[config.mk]
export PLATFORM = sky130hd
export DESIGN_NAME = sp_uart_tx
export DESIGN_NICKNAME = d
export VERILOG_FILES = /design/src/rtl/sp_pkg.sv /design/src/rtl/sp_fifo.sv /design/src/rtl/sp_uart_tx.sv
export SDC_FILE = /design/constraint.sdc
export NUM_CORES = 1
export LEC_CHECK = 0
export CAP_MARGIN = 20
export CORE_MARGIN = 4
export CORE_UTILIZATION = 66
export CTS_BUF_LIST = sky130_fd_sc_hd__clkbuf_2
export DETAILED_ROUTE_END_ITERATION = 10
export DONT_BUFFER_PORTS = 1
export PLACE_DENSITY = 0.82
export SKIP_CTS_REPAIR_TIMING = 1
export SLEW_MARGIN = 20
export SYNTH_ARGS = -nofsm -noshare
export SYNTH_HDL_FRONTEND = slang
export SYNTH_HIERARCHICAL = 1
export SYNTH_SLANG_ARGS = --single-unit
[constraint.sdc]
create_clock -name clk -period 3.2 [get_ports clk]
set_input_delay 0.64 -clock clk [delete_from_list [all_inputs] [get_ports clk]]
set_output_delay 0.64 -clock clk [all_outputs]
set_load 0.01 [all_outputs]
[src/rtl/sp_pkg.sv]
// Shared definitions for the serial-port transmitter: register map, STATUS bit layout, FSM states.
package sp_pkg;

    localparam logic [3:0] SP_DATA    = 4'h0;
    localparam logic [3:0] SP_STATUS  = 4'h1;
    localparam logic [3:0] SP_BAUD_LO = 4'h2;
    localparam logic [3:0] SP_BAUD_HI = 4'h3;

    localparam int unsigned ST_PAR_EN   = 0;
    localparam int unsigned ST_TX_FULL  = 1;
    localparam int unsigned ST_TX_EMPTY = 2;
    localparam int unsigned ST_BUSY     = 3;
    localparam int unsigned ST_OVF      = 4;

    typedef enum logic [2:0] {IDLE, START, DATA, PARITY, STOP} tx_state_t;

endpackage

[src/rtl/sp_fifo.sv]
// Synchronous first-word-fall-through FIFO; DEPTH must be a power of two.
module sp_fifo #(
    parameter int unsigned DEPTH = 4,
    parameter int unsigned WIDTH = 8
) (
    input  logic             clk,
    input  logic             rst_n,
    input  logic             push,
    input  logic             pop,
    input  logic [WIDTH-1:0] din,
    output logic [WIDTH-1:0] dout,
    output logic             full,
    output logic             empty
);

    localparam int unsigned AW = $clog2(DEPTH);
    localparam logic [AW:0] FULL_CNT = DEPTH[AW:0];

    logic [WIDTH-1:0] mem_q [DEPTH];
    logic [AW-1:0]    wr_ptr_q, rd_ptr_q;
    logic [AW:0]      count_q;
    logic             do_push, do_pop;

    assign full    = (count_q == FULL_CNT);
    assign empty   = (count_q == '0);
    assign do_push = push & ~full;
    assign do_pop  = pop & ~empty;
    assign dout    = mem_q[rd_ptr_q];

    always_ff @(posedge clk) begin
        if (do_push) begin
            mem_q[wr_ptr_q] <= din;
        end
    end

    always_ff @(posedge clk or negedge rst_n) begin
        if (!rst_n) begin
            wr_ptr_q <= '0;
            rd_ptr_q <= '0;
            count_q  <= '0;
        end else begin
            if (do_push) wr_ptr_q <= wr_ptr_q + 1'b1;
            if (do_pop)  rd_ptr_q <= rd_ptr_q + 1'b1;
            case ({do_push, do_pop})
                2'b10:   count_q <= count_q + 1'b1;
                2'b01:   count_q <= count_q - 1'b1;
                default: count_q <= count_q;
            endcase
        end
    end

endmodule

[src/rtl/sp_uart_tx.sv]
// Serial-port transmitter on the CPU bus: register file, TX FIFO and 8N1 shifter.
// Define SP_UART_PARITY_EN to insert an even-parity bit between the data bits and the stop bit.
module sp_uart_tx
    import sp_pkg::*;
#(
    parameter int unsigned FIFO_DEPTH = 4,
    parameter logic [15:0] BAUD_RESET = 16'd433
) (
    input  logic       clk,
    input  logic       rst_n,
    input  logic       cs,
    input  logic       rw,
    input  logic [3:0] addr,
    input  logic [7:0] di,
    output logic [7:0] dout,
    output logic       txd,
    output logic       irq
);

`ifdef SP_UART_PARITY_EN
    localparam logic PAR_EN = 1'b1;
`else
    localparam logic PAR_EN = 1'b0;
`endif

    tx_state_t   state_q, state_d;
    logic [15:0] cnt_q, cnt_d;
    logic [2:0]  bit_idx_q, bit_idx_d;
    logic [7:0]  data_q, data_d;
    logic        txd_q, txd_d;
    logic [15:0] divisor_q;
    logic        ovf_q;

    logic       bus_wr, push, pop, fifo_full, fifo_empty, busy, bit_done;
    logic [7:0] fifo_dout, status;

    assign bus_wr   = cs & rw;
    assign push     = bus_wr && (addr == SP_DATA);
    assign busy     = (state_q != IDLE);
    assign bit_done = (cnt_q == '0);
    assign irq      = fifo_empty & ~busy;
    assign txd      = txd_q;
    assign status   = {3'b000, ovf_q, busy, fifo_empty, fifo_full, PAR_EN};

    sp_fifo #(
        .DEPTH (FIFO_DEPTH),
        .WIDTH (8)
    ) u_fifo (
        .clk   (clk),
        .rst_n (rst_n),
        .push  (push),
        .pop   (pop),
        .din   (di),
        .dout  (fifo_dout),
        .full  (fifo_full),
        .empty (fifo_empty)
    );

    always_comb begin
        dout = 8'h00;
        if (cs && !rw) begin
            case (addr)
                SP_STATUS:  dout = status;
                SP_BAUD_LO: dout = divisor_q[7:0];
                SP_BAUD_HI: dout = divisor_q[15:8];
                default:    dout = 8'h00;
            endcase
        end
    end

    always_ff @(posedge clk or negedge rst_n) begin
        if (!rst_n) begin
            divisor_q <= BAUD_RESET;
            ovf_q     <= 1'b0;
        end else if (bus_wr) begin
            case (addr)
                SP_DATA:    if (fifo_full) ovf_q <= 1'b1;
                SP_STATUS:  if (di[ST_OVF]) ovf_q <= 1'b0;
                SP_BAUD_LO: divisor_q[7:0]  <= di;
                SP_BAUD_HI: divisor_q[15:8] <= di;
                default:    ;
            endcase
        end
    end

    // txd is registered from the current state, so the line lags the FSM by one clock.
    always_comb begin
        state_d   = state_q;
        cnt_d     = bit_done ? divisor_q : cnt_q - 16'd1;
        bit_idx_d = bit_idx_q;
        data_d    = data_q;
        pop       = 1'b0;
        txd_d     = 1'b1;
        case (state_q)
            IDLE: begin
                cnt_d = divisor_q;
                if (!fifo_empty) begin
                    pop       = 1'b1;
                    data_d    = fifo_dout;
                    bit_idx_d = 3'd0;
                    state_d   = START;
                end
            end
            START: begin
                txd_d = 1'b0;
                if (bit_done) state_d = DATA;
            end
            DATA: begin
                txd_d = data_q[bit_idx_q];
                if (bit_done) begin
                    if (bit_idx_q == 3'd7) begin
`ifdef SP_UART_PARITY_EN
                        state_d = PARITY;
`else
                        state_d = STOP;
`endif
                    end else begin
                        bit_idx_d = bit_idx_q + 3'd1;
                    end
                end
            end
`ifdef SP_UART_PARITY_EN
            PARITY: begin
                txd_d = ^data_q;
                if (bit_done) state_d = STOP;
            end
`endif
            STOP: begin
                txd_d = 1'b1;
                if (bit_done) state_d = IDLE;
            end
            default: state_d = IDLE;
        endcase
    end

    always_ff @(posedge clk or negedge rst_n) begin
        if (!rst_n) begin
            state_q   <= IDLE;
            cnt_q     <= '0;
            bit_idx_q <= '0;
            data_q    <= '0;
            txd_q     <= 1'b1;
        end else begin
            state_q   <= state_d;
            cnt_q     <= cnt_d;
            bit_idx_q <= bit_idx_d;
            data_q    <= data_d;
            txd_q     <= txd_d;
        end
    end

endmodule
# Word level (Yosys, flattened, before mapping)
# Memories as Yosys holds them, arrays and structs flattened. A register that Yosys moved wholly into a read port is not among the register bits.
# Cells that the tools add are included.
# W data, S select, Z words.
[totals]
mem_bits_ro = 0
latch_bits = 0
reg_bits = 47
ram_bits = 32
n_memories = 1
[classes]
reduce_logical = 18
order_cmp = 1
bitwise_logic = 7
n_addsub = 6
muxes = 25
mul = 0
n_shift = 0
div_mod_pow = 0
n_eq_ne = 18
[mem_list]
columns = ["name", "words", "width", "read_ports", "rd_clocked_by_memory_dff", "write_ports", "line", "source"]
rows = [
  ["u_fifo.mem_q", 4, 8, 1, 1, 1, "sp_fifo.sv:19", "logic [WIDTH-1:0] mem_q [DEPTH];"],
]
[ops]
columns = ["cell", "count"]
rows = [
  ["$mux W16", 2],
  ["$mux W3", 8],
  ["$pmux W8 S3", 1],
  ["$logic_not A16 Y1", 1],
  ["$ne A2 B2 Y1 const B", 8],
  ["$sub A16 B1 Y16 const B", 1],
  ["$pmux W3 S2", 2],
  ["$pmux W3 S4", 1],
  ["$eq A3 B3 Y1 const B", 3],
  ["$eq A4 B2 Y1 const B", 2],
  ["$mux W8", 1],
  ["$reduce_and A4 Y1", 2],
  ["$mux W1", 7],
  ["$add A3 B1 Y3 const B", 2],
  ["$logic_not A3 Y1", 2],
  ["$reduce_and A2 Y1", 3],
  ["$reduce_bool A2 Y1", 3],
  ["$reduce_and A5 Y1", 1],
  ["$add A2 B1 Y2 const B", 2],
  ["$and A1 B1 Y1", 4],
  ["$eq A4 B1 Y1 const B", 1],
  ["$logic_not A4 Y1", 1],
  ["$lt A3 B4 Y1 const B", 1],
  ["$pmux W1 S2", 2],
  ["10 further kinds", 14],
]

# Longest topological paths before layout
# Gate-level depths: netlist (run 1).
[depth]
word_depth = 6
ltp_mapped = 12
mapped_depth_nobuf = 11

# Hierarchy
# The synthesis (run 1) kept the hierarchy.
[by_module_without_submodules]
columns = ["mod", "n_inst", "area_each_um2", "cells_each"]
rows = [
  ["sp_uart_tx", 1, 2529.9, 219],
  ["sp_fifo", 1, 1592.8, 79],
]

# Worst setup path after synthesis (run 1)
# No wires, ideal clock.
[synth_timing]
kind = "input to output"
startpoint = "input port addr[3]"
endpoint = "output port dout[0]"
path_buffers = 0
t_arrival_ps = 1873
required_time_ps = 2560
cell_stages = 3
slack_ps = 687
path_cell_list = "or4b_2 > or2_2 > nor2_1"
[synth_via]
elab_chain_cells = 3
word_cells_on_any_way = 5
cone_classes = "eq/ne (3); mux (2)"
[synth_lines]
columns = ["element", "line", "source"]
rows = [
  ["start, declared", "sp_uart_tx.sv:13", "input logic [3:0] addr,"],
  ["$eq A4 B2 Y1 / $eq A4 B1 Y1 (equally long branches)", "sp_uart_tx.sv:62", "case (addr)"],
  ["$pmux W8 S3 (*)", "sp_uart_tx.sv:62", ""],
  ["$mux W8 (*)", "sp_uart_tx.sv:61", "if (cs && !rw) begin"],
  ["end, declared", "sp_uart_tx.sv:15", "output logic [7:0] dout,"],
]
# Mark *: on every way between the ends. The rest lies on a longest branch, timed or not.

# Final worst setup path (run 1)
[layout_timing]
startpoint = "register state_q[2]"
endpoint = "output port dout[3]"
[layout_via]
elab_chain_cells = 3
[layout_lines]
columns = ["element", "line", "source"]
rows = [
  ["start, declared", "sp_uart_tx.sv:26", "tx_state_t state_q, state_d;"],
  ["start signal, assigned", "sp_uart_tx.sv:144", "state_q <= state_d;"],
  ["$reduce_bool A3 Y1", "sp_uart_tx.sv:39", "assign busy = (state_q != IDLE);"],
  ["$pmux W8 S3", "sp_uart_tx.sv:62", ""],
  ["$mux W8", "sp_uart_tx.sv:61", ""],
]
# No other way between the ends.

==> results_dict.tcl, run 1 <==
set metrics [dict create \
    outcome "finished clean" \
    power_frac_seq_pct 54.3 \
    synth_sequential_area_ratio_pct 56.9 \
    total_switching_power_uw 1050 \
    worst_ep_arrival_time_ns 2.16 \
    post_synth_main_area_contributors "sky130_fd_sc_hd__dfrtp_1, sky130_fd_sc_hd__edfxtp_1, sky130_fd_sc_hd__mux2_2, sky130_fd_sc_hd__mux4_2, sky130_fd_sc_hd__dfstp_2" \
    clk_path_buf_depth 2 \
    tritoncts "done" \
    post-route-min-period_ns 2.80 \
    cellLeakagePower_uw 0.00170 \
    hold_slack_ns 0.177 \
    hold_path_depth 0 \
    first_global_vias 2357 \
    wl_per_cell_microns 19.1 \
    critical_path_peak_fanout 9 \
    min_period_over_period_pct 87.4 \
    ys_async_sr_fraction_pct 63.2 \
    power.share.switching_pct 33.8 \
    netlist.area_leader.share_pct 29.7 \
    worst_pin_slew_ns 0.758 \
    drtPass1Iterations 4 \
    die_w_microns 87.0 \
    worst_setup_hold_path_clk_slew_ns 0.26 \
    postSynth.topFlopCell "sky130_fd_sc_hd__dfrtp_1" \
    pwr-share-comb_pct 28.2 \
    final.setup_skew_ns 0.0215 \
    worst_reg2reg_path_startpoint "cnt_q[0]$_DFF_PN0_" \
    area_after_detailed_placement_sq_um 4200 \
    number_of_different_library_cells_in_the_post_synthesis_netlist 47 \
    avgSynthCellArea_sq_um 13.8 \
    drive_above_1_share_pct 29.4 \
    first_pass_grt_wire_length_mm 12.3 \
    count_of_flip_flops_with_a_built_in_enable_after_synthesis 32 \
    area_delta_synth_final_pct 5.55 \
    r2r_slack_ns 0.84 \
    route.vias.total 2376 \
    initial_utilization_pct 68.8 \
    number_of_nets_in_the_final_layout 331 \
    worst_slew_margin_rel_pct 49.5 \
    synth.largest_area_cell "sky130_fd_sc_hd__dfrtp_1" \
    p_per_area_nw_per_um2 715 \
    drc 0 \
    buffer_ports.inserted 0 \
    cts_buffers 9 \
    crit_required_ns 2.56 \
    clock_latency_at_the_later_pin_of_the_worst_skew_pair_ns 0.53 \
    drt_wl_total_mm 7.35 \
    critPathKind "reg -> out" \
    ys_seq_elements 87 \
    grt_max_degree 56 \
    peakVddDrop_mv 0.476 \
    clock_power_share_pct 17.5 \
    sum_of_net_half_perimeters_after_detailed_placement_mm 5.37 \
    post_synth_inst_count 298 \
    setup-tns-final_ns 0 \
    crit_path_end_kind "primary output" \
    placeableCoreArea_sq_um 5990 \
    maxCapViolations 0 \
    cts_root_buf "sky130_fd_sc_hd__clkbuf_2" \
    rows 28 \
    grt_setup_unrepaired "no" \
    grt_util_all_layers_pct 21.8 \
    num_io_pins 26 \
    gp_congestion 0.824 \
    synthMostInstantiatedCell "sky130_fd_sc_hd__dfrtp_1" \
    insertedDiodeCount 0 \
    grt_overflow 0 \
    final-hold-violation-count 0 \
    clock_tree.htree_level_count 3 \
    post_synth_instance_area_sq_um 4120 \
    drv_slew 0 \
    r2r_end "cnt_q[7]$_DFF_PN0_" \
    cp-start-kind "flip-flop" \
    synth_top_cells_by_count "sky130_fd_sc_hd__dfrtp_1, sky130_fd_sc_hd__mux2_2, sky130_fd_sc_hd__edfxtp_1" \
    drt-initial-drc-count 162 \
    number_of_antenna_violations_at_the_first_check_in_global_routing 0 \
    number_of_failing_setup_endpoints_in_the_final_timing_report 0 \
    timing.hold.worst.start "di[7]" \
    floorplan.die_area_sq_um 7580 \
    power.internal_uw 2060 \
    reg2reg_depth 7 \
    viasPerCell 6.17 \
    syn-num-nets 324 \
    hold_path_end "u_fifo/mem_q[2][7]$_DFFE_PP_" \
    y_dimension_of_the_die_microns 87.0 \
    max_fclk_mhz 358 \
    synth_warnings 6 \
    min-delay-path-class "in -> reg" \
    postLayoutCellArea_sq_um 4350 \
    postRouteAntennaNets 0 \
    tritoncts_num_sinks 87 \
]
worst max-delay path, cell delays in order, from the launching register on:
cell	delay [ns]
sky130_fd_sc_hd__dfrtp_1	0.54
sky130_fd_sc_hd__or3_1	0.53
sky130_fd_sc_hd__mux2_2	0.31
sky130_fd_sc_hd__a22oi_1	0.14
sky130_fd_sc_hd__nor2_1	0.11
sequential cells by signal, summed over array words and instances, names as in the netlist:
| signal | flops |
|---|---|
| u_fifo/mem_q | 32 |
| bit_idx_q | 3 |
| state_q | 3 |
| cnt_q | 16 |
| u_fifo/wr_ptr_q | 2 |
| divisor_q | 16 |
| u_fifo/count_q | 3 |
| txd | 1 |
| ovf_q | 1 |
| u_fifo/rd_ptr_q | 2 |
| data_q | 8 |
power groups by stage:
stage / clock [uW] / combinational (uW) / sequential, uW
2_1_floorplan: 0 / 774 / 1590
3_3_place_gp: 0 / 811 / 1700
3_5_place_dp: 0 / 858 / 1720
4_1_cts: 555 / 862 / 1690
5_1_grt: 609 / 965 / 1730
6_report: 543 / 877 / 1690
kinds of logic (layout without fill, tap and decap cells):
group	count (synthesis)	after routing	share of synthesized area, %
and+or+nand+nor	73	73	10.9
xor gates and xnor gates	18	18	3.82
buffers and inverters	24	36	2.61
AOI/OAI and AO/OA	31	31	4.49
adders and majority gates	10	10	3.22
muxes	55	55	18.1
DFF	87	87	56.9
cells in the final DEF (no fill, tap or decap), types with 4 or more instances in the layout:
cell	instances
sky130_fd_sc_hd__edfxtp_1	32
sky130_fd_sc_hd__nand3b_1	4
sky130_fd_sc_hd__o21ai_0	6
sky130_fd_sc_hd__inv_1	13
sky130_fd_sc_hd__dfrtp_1	49
sky130_fd_sc_hd__clkbuf_2	9
sky130_fd_sc_hd__dfstp_2	6
sky130_fd_sc_hd__a21oi_1	13
sky130_fd_sc_hd__a22oi_1	4
sky130_fd_sc_hd__nor2_1	19
sky130_fd_sc_hd__and2_2	4
sky130_fd_sc_hd__ha_1	9
sky130_fd_sc_hd__mux2i_1	6
sky130_fd_sc_hd__mux2_4	6
sky130_fd_sc_hd__mux4_2	10
sky130_fd_sc_hd__a31oi_1	4
sky130_fd_sc_hd__buf_4	5
sky130_fd_sc_hd__mux2_2	33
sky130_fd_sc_hd__nor3b_1	4
sky130_fd_sc_hd__nor3_1	4
sky130_fd_sc_hd__nand2_1	11
sky130_fd_sc_hd__nand3_1	6
sky130_fd_sc_hd__xnor2_1	15
metal layers:
metal	part of all wire, %	GRT usage (%)	vias to the layer above
met4	1.4	7.65	0
met3	5.3	4.64	11
met2	48	33.2	61
met5	0	0	-
li1	-	-	1107
met1	46	31.5	1197
metrics by stage:
step / setup WS [ns] / total power [uW] / util [%] / std cells
3_5_place_dp: 0.579 / 2570 / 70.1 / 367
3_3_place_gp: 0.601 / 2510 / 70.1 / 367
6_report: 0.405 / 3110 / 72.6 / 385
4_1_cts: 0.384 / 3110 / 72.0 / 383
2_1_floorplan: 0.687 / 2360 / - / 298
5_1_grt: 0.253 / 3310 / 72.6 / 385
how the worst max path moves through the flow:
stage,startpoint,end,slack (ns),cells after the start
finish,state_q[2]$_DFFE_PN0P_,dout[3],0.40,4
global route,state_q[2]$_DFFE_PN0P_,dout[3],0.25,4
CTS,state_q[2]$_DFFE_PN0P_,dout[3],0.38,4
detailed placement,addr[3],dout[7],0.58,3
global placement,addr[3],dout[7],0.60,3
floorplan,addr[3],dout[0],0.69,3
area by class of cell:
type	instances	area (sq um)
Clock buffer	9	45.0
Tap cell	75	93.8
Timing Repair Buffer	7	75.1
Fill cell	415	1640
Inverter	13	48.8
Sequential cell	87	2340
Multi-Input combinational cell	187	1680
Clock inverter	7	67.6
No activity file was read; power rests on OpenSTA's default activity.
==> run 2: changes to the inputs <==
CORE_UTILIZATION = 40   (was 66)
PLACE_DENSITY = not set   (was 0.82)
SYNTH_HIERARCHICAL = not set   (was 1)
==> run 2 against run 1 <==
Compared with the run above:
- worst hold slack gained 0.0022 ns
- flip-flop and latch count is the same
- total power shrank 1.6%
- clock skew grew 0.0026 ns
- final cell count grew 14%
- clock power grew 19%
- first-iteration DRC count shrank 19%
- core utilization shrank 28 points
- wire length grew 9.0%
- critical endpoint is now irq
==> results_dict.tcl, run 2 <==
set metrics [dict create \
    synth_sequential_area_ratio_pct 57.8 \
    crit_required_ns 2.56 \
    final-hold-violation-count 0 \
    cts_buffers 9 \
    avgSynthCellArea_sq_um 14.0 \
    maxCapViolations 0 \
    clock_tree.htree_level_count 3 \
    count_of_flip_flops_with_a_built_in_enable_after_synthesis 32 \
    drtPass1Iterations 5 \
    wl_per_cell_microns 18.3 \
    outcome "finished clean" \
    netlist.area_leader.share_pct 30.2 \
    tritoncts_num_sinks 87 \
    final.setup_skew_ns 0.0241 \
    post_synth_instance_area_sq_um 4060 \
    fin_total_pwr_uw 3060 \
    ys_async_sr_fraction_pct 63.2 \
    ys_seq_elements 87 \
    final_cell_mix "sky130_fd_sc_hd__dfrtp_1, sky130_fd_sc_hd__mux2_2, sky130_fd_sc_hd__edfxtp_1" \
    synth.largest_area_cell "sky130_fd_sc_hd__dfrtp_1" \
    cts_root_buf "sky130_fd_sc_hd__clkbuf_2" \
    postSynth.topFlopCell "sky130_fd_sc_hd__dfrtp_1" \
    worst_setup_hold_path_clk_slew_ns 0.24 \
    drt-initial-drc-count 132 \
    peakVddDrop_mv 0.259 \
    cp-start-kind "flip-flop" \
    reg.largest.list "u_fifo.mem_q x32, cnt_q x16, divisor_q x16" \
    number_of_failing_setup_endpoints_in_the_final_timing_report 0 \
    grt_util_all_layers_pct 14.8 \
    worst_pin_slew_ns 0.816 \
    postLayoutCellArea_sq_um 4390 \
    y_dimension_of_the_die_microns 109 \
    viasPerCell 5.34 \
    postLayoutCoreUtil_pct 44.8 \
    area_delta_synth_final_pct 8.23 \
    die_w_microns 109 \
    synthMostInstantiatedCell "sky130_fd_sc_hd__dfrtp_1" \
    final_common_cell "sky130_fd_sc_hd__dfrtp_1" \
    min-delay-path-class "in -> reg" \
    max_fclk_mhz 363 \
    grt_overflow 0 \
    hold_slack_ns 0.179 \
    setup-tns-final_ns 0 \
    clk_path_buf_depth 2 \
    postRouteAntennaNets 0 \
    post_synth_main_area_contributors "sky130_fd_sc_hd__dfrtp_1, sky130_fd_sc_hd__edfxtp_1, sky130_fd_sc_hd__mux2_2, sky130_fd_sc_hd__mux4_2, sky130_fd_sc_hd__dfstp_2" \
    number_of_different_library_cells_in_the_post_synthesis_netlist 48 \
    drt_wl_total_mm 8.02 \
    insertedDiodeCount 0 \
    largest-register "u_fifo.mem_q" \
    cellLeakagePower_uw 0.00170 \
    first_pass_grt_wire_length_mm 13.0 \
    min_period_over_period_pct 86.1 \
    synth_top_cells_by_count "sky130_fd_sc_hd__dfrtp_1, sky130_fd_sc_hd__mux2_2, sky130_fd_sc_hd__edfxtp_1" \
    worst_ep_arrival_time_ns 2.12 \
    number_of_antenna_violations_at_the_first_check_in_global_routing 0 \
    drc 0 \
    flip_flop_count_of_the_largest_register_after_layout 32 \
    area_after_detailed_placement_sq_um 4220 \
    clock_latency_at_the_later_pin_of_the_worst_skew_pair_ns 0.52 \
    sum_of_net_half_perimeters_after_detailed_placement_mm 5.56 \
    worst_path_largest_cell_delay_ns 0.49 \
    critical_path_peak_fanout 14 \
    num_io_pins 26 \
    post-route-min-period_ns 2.76 \
    critPathKind "reg -> out" \
    buffer_ports.inserted 0 \
    placeableCoreArea_sq_um 9820 \
    syn-num-nets 316 \
    number_of_nets_in_the_final_layout 325 \
    drive_above_1_share_pct 27.6 \
    synth_warnings 0 \
    worst_slew_margin_rel_pct 45.5 \
    first_global_vias 2298 \
    critical-path-slowest-cell "sky130_fd_sc_hd__dfrtp_1" \
    floorplan.die_area_sq_um 11800 \
    post_synth_inst_count 290 \
    crit_path_end_kind "primary output" \
    p_per_area_nw_per_um2 696 \
    drv_slew 0 \
    path_cells "or3_1 -> buf_4 -> nor4_1" \
    tritoncts "done" \
    gp_congestion 0.820 \
    rows 36 \
    initial_utilization_pct 41.3 \
    grt_setup_unrepaired "no" \
    route.vias.total 2332 \
    grt_max_degree 56 \
]
==> run 2: power by group <==
part	switching, uW	internal, uW
Combinational	304	430
Sequential	279	1400
Clock	377	267
Total	960	2100
==> run 2: routing by layer <==
| layer | global-route usage [%] | vias up | wire length, microns |
|---|---|---|---|
| li1 | - | 1096 | - |
| met1 | 20.7 | 1183 | 3720 |
| met2 | 22.7 | 44 | 3890 |
| met3 | 4.26 | 9 | 328 |
| met4 | 3.79 | 0 | 81 |
| met5 | 0 | - | 0 |
==> run 2: worst max-delay path, delay by kind of cell, from the launching register on <==
kind	cells	cell delay (ns)
and+or+nand+nor	2	0.90
buffers and inverters	1	0.20
DFF	1	0.49
==> run 2: metrics by stage <==
| stage | setup WS [ns] | std cells |
|---|---|---|
| after floorplan | 0.687 | 290 |
| after global placement | 0.516 | 419 |
| after detailed placement | 0.516 | 419 |
| after CTS | 0.321 | 435 |
| after global routing | 0.208 | 437 |
| final | 0.444 | 437 |
==> run 2: cell type report <==
class	count	area (sq um)
multi-input combinational	183	1630
clock buffer	11	55.1
fill	931	5430
sequential	87	2340
timing repair buffer	6	67.6
tap	133	166
clock inverter	5	83.8
inverter	12	45.0
==> run 2: cells by family after synthesis <==
logic type	synth area share, %
compound gates	5.27
xor+xnor	3.67
fa+ha+maj	3.27
buf+inv	2.06
flops	57.8
mux	18.3
simple gates	9.71
==> run 2: path summary, 6_finish.rpt <==
kind	slack, ns	depth (start not counted)	start	to
min reg2reg	0.50	1	state_q[0]$_DFFE_PN0P_	state_q[2]$_DFFE_PN0P_
max reg2reg	0.90	9	state_q[1]$_DFFE_PN0P_	u_fifo.count_q[2]$_DFFE_PN0P_
max in group asynchronous	2.27	2	rst_n	divisor_q[7]$_DFFE_PN1P_
min	0.18	0	di[6]	u_fifo.mem_q[1][6]$_DFFE_PP_
max	0.44	3	state_q[1]$_DFFE_PN0P_	irq
min in group asynchronous	0.64	2	rst_n	divisor_q[9]$_DFFE_PN0P_
==> run 3: changes to the inputs <==
==> constraint.sdc (replaced) <==
create_clock -name clk -period 3.2 [get_ports clk]
set_input_delay 0.16 -clock clk [delete_from_list [all_inputs] [get_ports clk]]
set_output_delay 0.16 -clock clk [all_outputs]
set_load 0.01 [all_outputs]
==> run 3 against run 2 <==
Compared with the run above:
- register-to-register slack lost 0.16 ns
- cell area grew 2.1%
- sequential power is essentially flat
- clock-buffer cell count shrank 2
- combinational power grew 4.8%
==> results_dict.tcl, run 3 (same netlist as run 2, synthesis figures left out) <==
set metrics [dict create \
    grt_max_degree 56 \
    drv_slew 0 \
    worst_slew_margin_rel_pct 47.0 \
    y_dimension_of_the_die_microns 109 \
    hold_slack_ns 0.0568 \
    outcome "finished clean" \
    num_io_pins 26 \
    gp_congestion 0.738 \
    number_of_antenna_violations_at_the_first_check_in_global_routing 0 \
    buffer_ports.inserted 0 \
    p_per_area_nw_per_um2 681 \
    placeableCoreArea_sq_um 9820 \
    max_fclk_mhz 407 \
    setup-tns-final_ns 0 \
    route.vias.total 2365 \
    fin_total_pwr_uw 3060 \
    grt_util_all_layers_pct 14.9 \
    worst_setup_hold_path_clk_slew_ns 0.27 \
    final_cell_mix "sky130_fd_sc_hd__dfrtp_1, sky130_fd_sc_hd__mux2_2, sky130_fd_sc_hd__edfxtp_1" \
    cp-start-kind "flip-flop" \
    reg.largest.list "u_fifo.mem_q x32, cnt_q x16, divisor_q x16" \
    wl_per_cell_microns 18.2 \
    min-delay-path-class "in -> reg" \
    viasPerCell 5.28 \
    die_w_microns 109 \
    worst_ep_arrival_time_ns 2.91 \
    floorplan.die_area_sq_um 11800 \
    cts_buffers 9 \
    critPathKind "reg -> reg" \
    seq_cell_area_sq_um 2340 \
    first_global_vias 2402 \
    drt_wl_total_mm 8.17 \
    drive_above_1_share_pct 27.0 \
    area_delta_synth_final_pct 10.5 \
    sum_of_net_half_perimeters_after_detailed_placement_mm 5.64 \
    peakVddDrop_mv 0.261 \
    final-hold-violation-count 0 \
    pwr-share-comb_pct 25.1 \
    drtPass1Iterations 4 \
    cellLeakagePower_uw 0.00174 \
    power_frac_seq_pct 55.3 \
    maxCapViolations 0 \
    crit_required_ns 3.65 \
    largest-register "u_fifo.mem_q" \
    power.internal_uw 2040 \
    cts_root_buf "sky130_fd_sc_hd__clkbuf_2" \
    flip_flop_count_of_the_largest_register_after_layout 32 \
    tritoncts_num_sinks 87 \
    final.setup_skew_ns 0.0316 \
    final_common_cell "sky130_fd_sc_hd__dfrtp_1" \
    postRouteAntennaNets 0 \
    worst_pin_slew_ns 0.793 \
    post-route-min-period_ns 2.46 \
    drc 0 \
    grt_setup_unrepaired "no" \
    multiInputGateArea_sq_um 1630 \
    rows 36 \
    fillers 921 \
    power.share.switching_pct 33.1 \
    min_period_over_period_pct 76.9 \
    first_pass_grt_wire_length_mm 13.0 \
    clock_tree.htree_level_count 3 \
    grt_overflow 0 \
    insertedDiodeCount 0 \
    drt-initial-drc-count 87 \
    number_of_nets_in_the_final_layout 336 \
    postLayoutCoreUtil_pct 45.7 \
    crit_path_end_kind "flip-flop" \
    critical_path_peak_fanout 18 \
    initial_utilization_pct 41.3 \
    clk_path_buf_depth 2 \
    total_switching_power_uw 1010 \
    tritoncts "done" \
    clock_latency_at_the_later_pin_of_the_worst_skew_pair_ns 0.56 \
    number_of_failing_setup_endpoints_in_the_final_timing_report 0 \
    clock_power_share_pct 19.6 \
]
==> run 3: layout make-up <==
| class | count | share of cell area [%] |
|---|---|---|
| clock buffer | 9 | 1.00 |
| clock inverter | 7 | 1.78 |
| inverter | 12 | 1.00 |
| multi-input combinational | 183 | 36.4 |
| sequential | 87 | 52.2 |
| tap | 133 | 3.71 |
| timing repair buffer | 17 | 3.90 |
==> run 3: stage by stage <==
stage	instances	area, sq um	setup WS, ns
3_5_place_dp	420	4230	0.767
4_1_cts	436	4350	0.737
3_3_place_gp	420	4230	0.788
6_report	448	4490	0.740
5_1_grt	448	4490	0.591
2_1_floorplan	290	4060	0.839
==> run 3: worst paths after layout <==
path	endpoint	cells past startpoint	startpoint	slack, ns
min in group asynchronous	divisor_q[3]$_DFFE_PN0P_	2	rst_n	0.09
worst min register to register	state_q[2]$_DFFE_PN0P_	1	state_q[0]$_DFFE_PN0P_	0.51
worst max register to register	cnt_q[4]$_DFF_PN0_	6	cnt_q[0]$_DFF_PN0_	0.74
max in group asynchronous	divisor_q[5]$_DFFE_PN1P_	2	rst_n	2.81
worst min-delay path	ovf_q$_DFFE_PN0P_	4	rw	0.06
worst max-delay path	cnt_q[4]$_DFF_PN0_	6	cnt_q[0]$_DFF_PN0_	0.74
==> run 3: worst max-delay path: stages (launching register included) <==
cell and delay (ns):
sky130_fd_sc_hd__dfrtp_1 0.45, sky130_fd_sc_hd__inv_1 0.10, sky130_fd_sc_hd__ha_1 0.14, sky130_fd_sc_hd__nor4b_1 0.45, sky130_fd_sc_hd__nand4_4 0.31, sky130_fd_sc_hd__nand2_1 0.52, sky130_fd_sc_hd__mux2_2 0.40
==> run 3: layer usage <==
layer | GRT usage [%] | vias up | share of wire, % | wire [microns]
met5 | 0 | - | 0 | 0
met4 | 6.49 | 0 | 1.6 | 129
met3 | 2.61 | 12 | 4.5 | 364
met2 | 22.7 | 48 | 48 | 3900
met1 | 20.8 | 1183 | 46 | 3780
li1 | - | 1122 | - | -
==> run 3: power groups by stage <==
stage / Combinational (uW) / Clock [uW] / Sequential (uW)
final: 769 / 598 / 1690
after global routing: 858 / 659 / 1740
after CTS: 737 / 617 / 1690
after detailed placement: 736 / 0 / 1720
after global placement: 722 / 0 / 1710
after floorplan: 660 / 0 / 1590
